===== src/rtl/core_pkg.sv =====
// Shared RV32I core definitions: opcode constants, pipeline sequencer states,
// and helpers that tell which source registers an opcode reads.
package core_pkg;

  localparam logic [6:0] OP_RTYPE  = 7'b0110011;
  localparam logic [6:0] OP_LOAD   = 7'b0000011;
  localparam logic [6:0] OP_STORE  = 7'b0100011;
  localparam logic [6:0] OP_BRANCH = 7'b1100011;
  localparam logic [6:0] OP_ADDI   = 7'b0010011;

  localparam int unsigned WAIT_W = 16;

  typedef enum logic {
    RUN      = 1'b0,
    MEM_WAIT = 1'b1
  } state_e;

  function automatic logic uses_rs1(input logic [6:0] op);
    logic used;
    case (op)
      OP_RTYPE, OP_LOAD, OP_STORE, OP_BRANCH, OP_ADDI: used = 1'b1;
      default:                                         used = 1'b0;
    endcase
    return used;
  endfunction

  function automatic logic uses_rs2(input logic [6:0] op);
    logic used;
    case (op)
      OP_RTYPE, OP_STORE, OP_BRANCH: used = 1'b1;
      default:                       used = 1'b0;
    endcase
    return used;
  endfunction

endpackage


===== src/rtl/sat_counter.sv =====
// Up-counter with increment enable that sticks at all-ones instead of wrapping.
module sat_counter #(
  parameter int unsigned W = 16
) (
  input  logic         clk,
  input  logic         rst_n,
  input  logic         inc,
  output logic [W-1:0] count
);

  logic [W-1:0] count_reg;

  always_ff @(posedge clk or negedge rst_n) begin
    if (!rst_n) begin
      count_reg <= '0;
    end else if (inc && (count_reg != {W{1'b1}})) begin
      count_reg <= count_reg + W'(1);
    end
  end

  assign count = count_reg;

endmodule


===== src/rtl/hazard_stall_controller.sv =====
// Pipeline sequencer for the 5-stage core: load-use bubbles, taken-branch
// flushes and data-memory wait stalls, plus stall/flush counters and a timeout flag.
module hazard_stall_controller
  import core_pkg::*;
#(
  parameter int unsigned TIMEOUT = 255,
  parameter int unsigned CNT_W   = 16
) (
  input  logic             clk,
  input  logic             rst_n,
  input  logic [6:0]       ifid_opcode,
  input  logic [4:0]       ifid_rs1,
  input  logic [4:0]       ifid_rs2,
  input  logic [4:0]       idex_rd,
  input  logic             idex_memread,
  input  logic             ex_branch_taken,
  input  logic             exmem_memreq,
  input  logic             dmem_ready,
  output logic             pc_write,
  output logic             ifid_write,
  output logic             ifid_flush,
  output logic             IDEX_control_mux,
  output logic             pipe_hold,
  output logic             mem_timeout,
  output logic [CNT_W-1:0] stall_count,
  output logic [CNT_W-1:0] flush_count
);

  localparam logic [WAIT_W-1:0] TIMEOUT_VAL = WAIT_W'(TIMEOUT);

  state_e            state_reg, state_next;
  logic [WAIT_W-1:0] wait_reg, wait_next;
  logic              timeout_reg, timeout_set;
  logic              stall_inc, flush_inc;
  logic              luh, miss, mem_hold;
  logic              rs1_hit, rs2_hit;

  assign rs1_hit = uses_rs1(ifid_opcode) && (idex_rd == ifid_rs1);
  assign rs2_hit = uses_rs2(ifid_opcode) && (idex_rd == ifid_rs2);
  assign luh     = idex_memread && (idex_rd != 5'd0) && (rs1_hit || rs2_hit);
  assign miss    = exmem_memreq && !dmem_ready;

  // Once waiting, only dmem_ready releases the hold, whatever exmem_memreq does.
  always_comb begin
    mem_hold = 1'b0;
    unique case (state_reg)
      RUN:      mem_hold = miss;
      MEM_WAIT: mem_hold = !dmem_ready;
      default:  mem_hold = 1'b0;
    endcase
  end

  always_ff @(posedge clk or negedge rst_n) begin
    if (!rst_n) begin
      state_reg   <= RUN;
      wait_reg    <= '0;
      timeout_reg <= 1'b0;
    end else begin
      state_reg <= state_next;
      wait_reg  <= wait_next;
      if (timeout_set) begin
        timeout_reg <= 1'b1;
      end
    end
  end

  always_comb begin
    pc_write         = 1'b1;
    ifid_write       = 1'b1;
    ifid_flush       = 1'b0;
    IDEX_control_mux = 1'b1;
    pipe_hold        = 1'b0;
    state_next       = RUN;
    wait_next        = '0;
    stall_inc        = 1'b0;
    flush_inc        = 1'b0;
    timeout_set      = 1'b0;

    if (mem_hold) begin
      pc_write   = 1'b0;
      ifid_write = 1'b0;
      pipe_hold  = 1'b1;
      state_next = MEM_WAIT;
      stall_inc  = 1'b1;
      // The miss cycle itself counts as the first wait cycle; the count
      // parks at TIMEOUT so a very long wait cannot wrap it back below.
      if (state_reg == RUN) begin
        wait_next = WAIT_W'(1);
      end else if (wait_reg < TIMEOUT_VAL) begin
        wait_next = wait_reg + WAIT_W'(1);
      end else begin
        wait_next = wait_reg;
      end
      timeout_set = (wait_next >= TIMEOUT_VAL);
    end else if (ex_branch_taken) begin
      ifid_flush       = 1'b1;
      IDEX_control_mux = 1'b0;
      flush_inc        = 1'b1;
    end else if (luh) begin
      pc_write         = 1'b0;
      ifid_write       = 1'b0;
      IDEX_control_mux = 1'b0;
      stall_inc        = 1'b1;
    end
  end

  assign mem_timeout = timeout_reg;

  sat_counter #(.W(CNT_W)) u_stall_cnt (
    .clk   (clk),
    .rst_n (rst_n),
    .inc   (stall_inc),
    .count (stall_count)
  );

  sat_counter #(.W(CNT_W)) u_flush_cnt (
    .clk   (clk),
    .rst_n (rst_n),
    .inc   (flush_inc),
    .count (flush_count)
  );

endmodule

===== config.mk =====
export PLATFORM = sky130hd
export DESIGN_NAME = hazard_stall_controller
export DESIGN_NICKNAME = d
export VERILOG_FILES = /design/src/rtl/core_pkg.sv /design/src/rtl/sat_counter.sv /design/src/rtl/hazard_stall_controller.sv
export SDC_FILE = /design/constraint.sdc
export NUM_CORES = 1
export LEC_CHECK = 0
export BUFFER_PORTS_ARGS = -buffer_cell sky130_fd_sc_hd__buf_2
export CAP_MARGIN = 20
export CELL_PAD_IN_SITES_DETAIL_PLACEMENT = 1
export CELL_PAD_IN_SITES_GLOBAL_PLACEMENT = 2
export CORE_MARGIN = 2
export CORE_UTILIZATION = 35
export DETAILED_ROUTE_END_ITERATION = 6
export PLACE_DENSITY = 0.92
export RECOVER_POWER = 25
export SYNTH_ARGS = -nofsm -noshare
export SYNTH_HDL_FRONTEND = slang
export SYNTH_SLANG_ARGS = --single-unit

===== constraint.sdc =====
create_clock -name clk -period 5.6 [get_ports clk]
set_clock_uncertainty 0.15 [all_clocks]
set_input_delay 0.56 -clock clk [delete_from_list [all_inputs] [get_ports clk]]
set_output_delay 0.56 -clock clk [all_outputs]
set_load 0.01 [all_outputs]

**Word level (Yosys, flattened, before mapping)**

Index checks and enable logic that the tools add are counted.

- Register bits after elaboration: 50
- Bits of input ports: 28
- Output and inout bits: 38
- Logic and storage cells: 51

- $add $sub $neg: 3
- Order comparisons: 2
- Equality and inequality tests: 9
- Multiplexer cells: 19
- Bitwise gates (word level): 1
- Reductions and logical operators: 12

Operators with widths:

| kind | number |
|---|---|
| $mux W16 | 4 |
| $add A16 B1 Y16 const B | 3 |
| $ne A16 B16 Y1 const B | 2 |
| $ge A16 B8 Y1 const B | 1 |
| $lt A16 B8 Y1 const B | 1 |
| $eq A7 B6 Y1 const B | 2 |
| $mux W1 | 14 |
| $eq A5 B5 Y1 | 2 |
| $eq A7 B2 Y1 const B | 1 |
| $eq A7 B5 Y1 const B | 1 |
| $eq A7 B7 Y1 const B | 1 |
| $logic_and A1 B1 Y1 | 7 |
| $reduce_bool A5 Y1 | 1 |
| $reduce_or A5 Y1 | 1 |
| $reduce_or A3 Y1 | 1 |
| $pmux W1 S2 | 1 |
| $logic_not A1 Y1 | 1 |
| $logic_or A1 B1 Y1 | 1 |
| $not A1 Y1 | 1 |

**Longest topological paths before layout**

Gate-level depths: netlist (run 1).

- Depth in word-level cells: 10
- Depth in mapped cells: 7
- Depth with buffers taken out: 7

**By module**

A second synthesis (run 1) with hierarchy kept.

- Cell total of the unflattened synthesis: 255
- Area, all modules: 2820.2 um^2

By module, submodules not included:

| module | times used | cells each | area each (um^2) | seq. area each (um^2) |
|---|---|---|---|---|
| sat_counter | 2 | 72 | 859.6 | 400.4 |
| hazard_stall_controller | 1 | 111 | 1101.1 | 450.4 |

**Worst setup path after synthesis (run 1)**

OpenSTA, ideal clock, no wires.

- Path kind: input to output
- Start: input port idex_rd[0]
- End: output port pc_write
- Arrival: 1804 ps
- Required time: 4890 ps
- Setup slack: 3086 ps
- Stages: 6
- Path buffers: 2
- Path through: or4_1 > nor2_1 > a211oi_2 > a31oi_4 > buf_6 > buf_4

- Longest elaborated chain between the ends: 7
- Elaborated cells between the ends (all ways): 11
- Those cells by class: 2 x eq/ne; 3 x mux; 6 x reduce/logical

RTL lines:

| what | line | source |
|---|---|---|
| start, declared | hazard_stall_controller.sv:14 | `input logic [4:0] idex_rd,` |
| $eq A5 B5 Y1, on equally long branches | hazard_stall_controller.sv:38, hazard_stall_controller.sv:39 |  |
| $logic_and A1 B1 Y1, on equally long branches | hazard_stall_controller.sv:38, hazard_stall_controller.sv:39 |  |
| $logic_or A1 B1 Y1 | hazard_stall_controller.sv:40 | `assign luh = idex_memread && (idex_rd != 5'd0) && (rs1_hit \|\| rs2_hit);` |
| $logic_and A1 B1 Y1 (*) | hazard_stall_controller.sv:40 |  |
| $mux W1 (*) (3 in a row) | n/a |  |
| end, declared | hazard_stall_controller.sv:19 | `output logic pc_write,` |

Mark *: on every way between the ends. The rest lies on a longest branch, timed or not.

==> metrics.cfg, run 1 <==
[clocking]
numCtsBuffers = 5
clk_pin_slew_ns = 0.09
post-cts-setup-buffer-count = 0
cts_max_level = 2
tritoncts = done
cts_resized = 0
worstSkewPairLatency_ns = 0.30
cts_root_buf = clkbuf_8
cts_hold_buf = 0
cts.sinks = 50
clock_path_buffers = 2

[worst_hold_path]
holdCritPathClass = flip-flop to flip-flop
hold_depth = 2

[synthesis]
synth_edf_count = 0
syn_nets = 277
synth-async-reset-ratio = 1.00
avgSynthCellArea_um2 = 10.5
ys_seq_area_frac = 0.486
syn-cell-area_um2 = 2580
synth-seq-cells = 50
syn_inst = 246
yosysWarnings = 0
synthFlopType = dfrtp_1
synth_cell_types = 47

[sta]
tns_ns = 0
max_freq_ghz = 0.345
min_period_ns = 2.90
finalSetupViolCount = 0
tightestPinTransition_ns = 2.72
slew_headroom = -0.814
hold_viol = 0
slew_viol_final = 51
rsz0062_at_grt = no
finalWorstSetupSlack_ns = 2.70
finalCritPeriodShare = 0.517

[grt]
grt_max_degree = 51
met1_usage = 0.210
antenna_found_initial = 0
grt_pass1_vias = 2139
grt_pass1_wl_mm = 10.6
grt.busiest_layer = met2
grt_usage = 0.159
met3_usage = 0.0352
overflow = 0
gr-usage-met2 = 0.264

[drt]
drtIter0Drc = 67
totalWireLength_mm = 6.09
vias = 2072
firstDrtPassIters = 4
detail-route-antenna-nets = 0
drt-vias-per-instance = 4.99
avgRoutedWirePerCell_um = 14.7
route.detailed.drc = 0

[run]
maxCapViolCount = 1

[die]
dieArea_um2 = 8060
pin_count = 66
start_util = 0.359
coreArea_um2 = 7180
row_count = 31
die_w_um = 89.8
dieHeight_um = 89.8

[cells_and_area]
area_growth_pct = 20.6
fill_cells = 847
nets = 346
multiInputGateArea_um2 = 1280
instances_no_fill = 415
register_area_um2 = 1250
diodes = 0
layout-drive-gt1-share = 0.278

[critical_path]
crit_path_cell_trace = buf_2, clkbuf_1
cp.buffers_inverters = 2
cp.arrival_ns = 2.58
cp-end-kind = async pin
timing.setup.critical_path_class = primary input to async pin
cp_data_required_time_ns = 5.28
critPathSlowestCell = clkbuf_1
cp.depth = 2
crit_family = buffers and inverters
cpPeakStageDelay_ns = 1.92
crit_fanout = 50
start_kind = primary input
ff2ff_path_depth = 5

[power]
irDropWorstVdd_v = 0.000150
powerDensity_nw_per_um2 = 299
fin_total_pwr_uw = 929
leakage_uw = 0.00154

[place]
placed_cells = 407
port_buffers = 65
dpl.hpwl_mm = 4.63
preCtsSetupSlack_ns = 2.75
place.gp.congestion = 0.769

[run_status]
violations = capacitance limit, slew limit
status = finished with violations

-- path summary, 6_finish.rpt --
path                                                  startpoint                           endpoint  slack, ns
worst min register to register           mem_timeout$_DFFE_PN0P_            mem_timeout$_DFFE_PN0P_       0.33
worst max-delay path                                       rst_n  u_stall_cnt.count[10]$_DFFE_PN0P_       2.70
min in group asynchronous                                  rst_n             wait_reg[12]$_DFF_PN0_       1.06
worst min-delay path                     mem_timeout$_DFFE_PN0P_            mem_timeout$_DFFE_PN0P_       0.33
worst max register to register  u_flush_cnt.count[0]$_DFFE_PN0P_   u_flush_cnt.count[1]$_DFFE_PN0P_       3.03
max in group clk                                      idex_rd[0]                           pc_write       2.78
-- report_power, final --
part	switching [uW]	internal, uW
sequential	62.6	409
clock	118	134
combinational	114	93.0
total	294	636
-- placed cells by master (no fill, tap or decap), drive strengths merged, types with 2 or more instances in the layout --
cell	instances
or4	3
buf	65
o31ai	2
and3	10
xnor2	15
nand2	17
inv	4
xor2	28
clkbuf	8
nor2	24
nand3	22
nor3b	2
nor4b	2
dfrtp	50
mux2	4
and2	9
a21oi	4
nand2b	3
nand4	5
nor4	2
o21ai	2
ha	3
nor3	19
-- area by class of cell --
type                       instances  share of cell area
sequential                        50               0.403
clock inverter                     1             0.00966
tap                               99              0.0399
timing repair buffer              66               0.106
multi-input combinational        188               0.413
inverter                           4             0.00483
clock buffer                       7              0.0246
-- synth_stat cells, types with 2 or more instances --
cell type  count  area share
xor2_1        28       0.095
ha_1           3       0.015
dfrtp_1       50        0.49
mux2_2         4       0.017
nor2_1        22       0.032
and3_1         9       0.022
nor4b_1        2      0.0068
xnor2_1       15       0.051
nand4_1        5       0.012
or4_4          2      0.0087
a21oi_1        4      0.0078
nor3_1        17       0.033
nand2b_1       3      0.0073
nand3_1       22       0.043
and2_1         9       0.022
nor3b_1        2      0.0058
inv_1          4      0.0058
nand2_1       16       0.023
-- tightest hold or removal path, cell delays in order (launching register included) --
cell and delay, ns:
dfrtp_1 0.35, nor2_1 0.05, o31ai_2 0.05
-- kinds of logic after synthesis --
kind of cell | count (synthesis) | share of synthesized area
simple gates | 123 | 0.271
flops | 50 | 0.486
xor+xnor | 43 | 0.146
compound gates | 14 | 0.0447
buf+inv | 8 | 0.0165
mux | 5 | 0.0214
fa+ha+maj | 3 | 0.0146
-- metrics by stage --
step,util,hold slack [ns],instance area [um^2]
2_1_floorplan,-,0.114,2580
3_3_place_gp,0.419,0.306,3010
3_5_place_dp,0.419,0.311,3010
4_1_cts,0.434,0.237,3110
5_1_grt,0.433,0.365,3110
6_report,0.433,0.327,3110
-- metal layers --
metal | wire length (um) | part of all wire | vias to the layer above
met5 | 0 | 0 | -
met2 | 2980 | 0.49 | 55
met4 | 97 | 0.016 | 0
li1 | - | - | 990
met3 | 241 | 0.040 | 7
met1 | 2780 | 0.46 | 1020
Note: power is estimated with default switching activity, not from simulation.
==> inputs of run 2 (changes only) <==
--- a/config.mk
+++ b/config.mk
@@ -5,14 +5,15 @@
 export SDC_FILE = /design/constraint.sdc
 export NUM_CORES = 1
 export LEC_CHECK = 0
+export ABC_AREA = 1
 export BUFFER_PORTS_ARGS = -buffer_cell sky130_fd_sc_hd__buf_2
 export CAP_MARGIN = 20
 export CELL_PAD_IN_SITES_DETAIL_PLACEMENT = 1
 export CELL_PAD_IN_SITES_GLOBAL_PLACEMENT = 2
 export CORE_MARGIN = 2
-export CORE_UTILIZATION = 35
+export CORE_UTILIZATION = 28
 export DETAILED_ROUTE_END_ITERATION = 6
-export PLACE_DENSITY = 0.92
+export PLACE_DENSITY = 0.84
 export RECOVER_POWER = 25
 export SYNTH_ARGS = -nofsm -noshare
 export SYNTH_HDL_FRONTEND = slang
==> constraint.sdc (replaced) <==
create_clock -name clk -period 2.45 [get_ports clk]
set_clock_uncertainty 0.15 [all_clocks]
set_input_delay 0.245 -clock clk [delete_from_list [all_inputs] [get_ports clk]]
set_output_delay 0.245 -clock clk [all_outputs]
set_load 0.01 [all_outputs]
==> run 2 against run 1 <==
The run now ends clean; first-iteration DRC count up 13%; routed wire length up 32%; non-clock buffer count up 5; largest power group unchanged.
==> metrics.cfg, run 2 <==
[critical_path]
crit_path_cell_trace = nor2_1, nor2_4, nor2_4, inv_1, o21ai_0, inv_1, buf_2
cp.buffers_inverters = 3  ; +1
ff2ff_path_depth = 9  ; +4
r2r_setup_slack_ns = 0.47  ; -2.56 ns
cpPeakStageDelay_ns = 0.36  ; -1.56 ns
crit_family = buffers and inverters
regToRegEndpoint = u_stall_cnt.count[9]$_DFFE_PN0P_
cp.arrival_ns = 1.75  ; -0.83 ns
reg2reg_from = u_stall_cnt.count[1]$_DFFE_PN0P_
timing.setup.critical_path_class = flip-flop to primary output
cp-end-kind = primary output
start_kind = flip-flop
cp.depth = 7  ; +5
crit_fanout = 12  ; -76%
cp_data_required_time_ns = 2.06  ; -3.22 ns
critPathSlowestCell = dfrtp_1

[drt]
detail-route-antenna-nets = 0  ; unchanged
avgRoutedWirePerCell_um = 13.1  ; -11%
wl_met3_um = 250  ; +3.7%
firstDrtPassIters = 4  ; unchanged
drt-vias-per-instance = 4.61  ; -7.7%
route.detailed.drc = 0  ; unchanged
m1WireLength_mm = 3.82  ; +37%
dr_wl_met2_mm = 3.94  ; +32%
totalWireLength_mm = 8.07  ; +32%
top_layer = met4
drtIter0Drc = 76  ; +13%
vias = 2840  ; +37%

[place]
dpl.hpwl_mm = 6.49  ; +40%
place.gp.congestion = 0.797  ; +3.6%
port_buffers = 65  ; unchanged
preCtsSetupSlack_ns = 0.483  ; -2.27 ns

[synthesis]
yosysTopAreaCellShare = 0.407  ; -0.0792
synthFlopType = dfrtp_1
syn_inst = 405  ; +65%
synth_cell_types = 32  ; -32%
syn_nets = 436  ; +57%
synthTopCellsByCount = nand2_1 (118), dfrtp_1 (50), inv_1 (47)
synth-async-reset-ratio = 1.00  ; unchanged
synth_edf_count = 0  ; unchanged
syn-cell-area_um2 = 3080  ; +19%
ys_seq_area_frac = 0.407  ; -0.0792
synth-seq-cells = 50  ; unchanged
avgSynthCellArea_um2 = 7.60  ; -27%
yosysWarnings = 0  ; unchanged
synth.most_common_cell = nand2_1
yosysTopAreaCell = dfrtp_1
yosys-top-cells-area = dfrtp_1 (41%), nand2_1 (14%), xor2_1 (6.3%)

[grt]
overflow = 0  ; unchanged
antenna_found_initial = 0  ; unchanged
grt_usage = 0.148  ; -0.0111
grt_max_degree = 26  ; -49%
grt_pass1_vias = 2933  ; +37%
grt_pass1_wl_mm = 14.1  ; +34%

[die]
row_count = 38  ; +23%
dieHeight_um = 109  ; +21%
dieArea_um2 = 11800  ; +47%
coreArea_um2 = 10800  ; +50%
start_util = 0.285  ; -0.0738
die_w_um = 109  ; +21%
pin_count = 66  ; unchanged

[power]
switching_share = 0.330  ; +0.0143
combPwrFrac = 0.220  ; -0.002
power.share.clock = 0.278  ; +0.007
leakage_uw = 0.00189  ; +23%
seqPwrFrac = 0.502  ; -0.005
p_sw_uw = 700  ; +140%
irDropWorstVdd_v = 0.000410  ; +170%
intPower_uw = 1420  ; +120%
powerDensity_nw_per_um2 = 580  ; +94%

[sta]
finalWorstSetupSlack_ns = 0.303  ; -2.40 ns
finalSetupViolCount = 0  ; unchanged
tightestPinTransition_ns = 1.41  ; -1.31 ns
slew_viol_final = 0  ; -100%
max_freq_ghz = 0.466
hold_viol = 0  ; unchanged
min_period_ns = 2.15
finalCritPeriodShare = 0.876
slew_headroom = 0.0613  ; +0.875
rsz0062_at_grt = no
tns_ns = 0  ; unchanged

[worst_hold_path]
holdCritPathClass = primary input to flip-flop
holdPathEnd = wait_reg[13]$_DFF_PN0_
hold_path_startpoint = dmem_ready
hold_depth = 2  ; unchanged

[clocking]
cts_max_level = 2  ; unchanged
cts.sinks = 50  ; unchanged
cts_resized = 0  ; unchanged
tritoncts = done
clk_pin_slew_ns = 0.09  ; about the same
cts_root_buf = clkbuf_8
numCtsBuffers = 5  ; unchanged
clock_path_buffers = 2  ; unchanged
worstSkewPairLatency_ns = 0.30  ; about the same

[cells_and_area]
layout_commonest_cell = nand2_1
diodes = 0  ; unchanged
area_growth_pct = 18.7
layout-drive-gt1-share = 0.185  ; -0.0936
nets = 506  ; +46%
layout_common_cells = nand2_1 (118), buf_2 (57), dfrtp_1 (50)

[run]
maxCapViolCount = 0  ; -1

[run_status]
status = complete, no violations

[run 2: cell types whose count changed in the layout (fill, tap and decap cells not counted), moves of 9 or more]
cell     delta
and2_1      -9
and3_1      -9
inv_1      +43
nor2_1     +23
nand2_1   +102
nand4_1    +16
[run 2: worst max path at each step]
stage	from	endpoint	slack (ns)
2_1_floorplan	state_reg$_DFF_PN0_	pc_write	0.57
3_3_place_gp	wait_reg[1]$_DFF_PN0_	mem_timeout$_DFFE_PN0P_	0.52
3_5_place_dp	u_stall_cnt.count[1]$_DFFE_PN0P_	u_stall_cnt.count[9]$_DFFE_PN0P_	0.48
4_1_cts	state_reg$_DFF_PN0_	IDEX_control_mux	0.23
5_1_grt	state_reg$_DFF_PN0_	IDEX_control_mux	0.15
6_report	state_reg$_DFF_PN0_	IDEX_control_mux	0.30
[run 2: worst reg2reg max path: stages (launching register included)]
cell	delay, ns
dfrtp_1	0.44
ha_1	0.24
nand3_2	0.13
nor2_4	0.19
nand2_4	0.08
nor3_4	0.15
nand2_4	0.16
nand3_4	0.25
nand2_1	0.08
nand2_1	0.07
[run 2: timing repair]
| action | CTS | global route |
|---|---|---|
| buffers inserted | 0 | 0 |
| hold buffers | 1 | 0 |
| endpoints found under the hold margin | 23 | 0 |
[run 2: metal layers]
layer,track usage,up-vias
li1,-,1425
met1,0.198,1377
met2,0.250,33
met3,0.0275,5
met4,0.0302,0
met5,0,-
[run 2: area by class of cell]
cell class / instances / area [um^2]
fill: 1365 / 7140
tap: 140 / 175
clock buffer: 6 / 72.6
timing repair buffer: 71 / 363
multi-input combinational: 298 / 1570
sequential: 50 / 1250
inverter: 49 / 184
clock inverter: 2 / 37.5
[run 2: stage by stage]
stage | power [uW] | area, um^2 | util | std cells | hold WS, ns
5_1_grt | 2260 | 3650 | 0.339 | 616 | 0.0601
2_1_floorplan | 1330 | 3080 | - | 405 | -0.201
4_1_cts | 2160 | 3670 | 0.340 | 616 | 0.0592
6_report | 2120 | 3650 | 0.339 | 616 | 0.0745
3_5_place_dp | 1560 | 3550 | 0.329 | 607 | 0.131
3_3_place_gp | 1540 | 3550 | 0.329 | 607 | 0.135
[run 2: logic make-up after synthesis]
logic type | share of synthesized area
compound gates | 0.0289
fa+ha+maj | 0.0122
flops | 0.407
simple gates | 0.378
xor+xnor | 0.0939
buf+inv | 0.0809
[run 2: power by group through the flow]
stage,registers [uW],clock network [uW],logic (uW)
global placement,1080,0,469
finish,1060,589,467
CTS,1070,610,480
detailed placement,1080,0,477
global route,1090,645,528
floorplan,1090,0,240
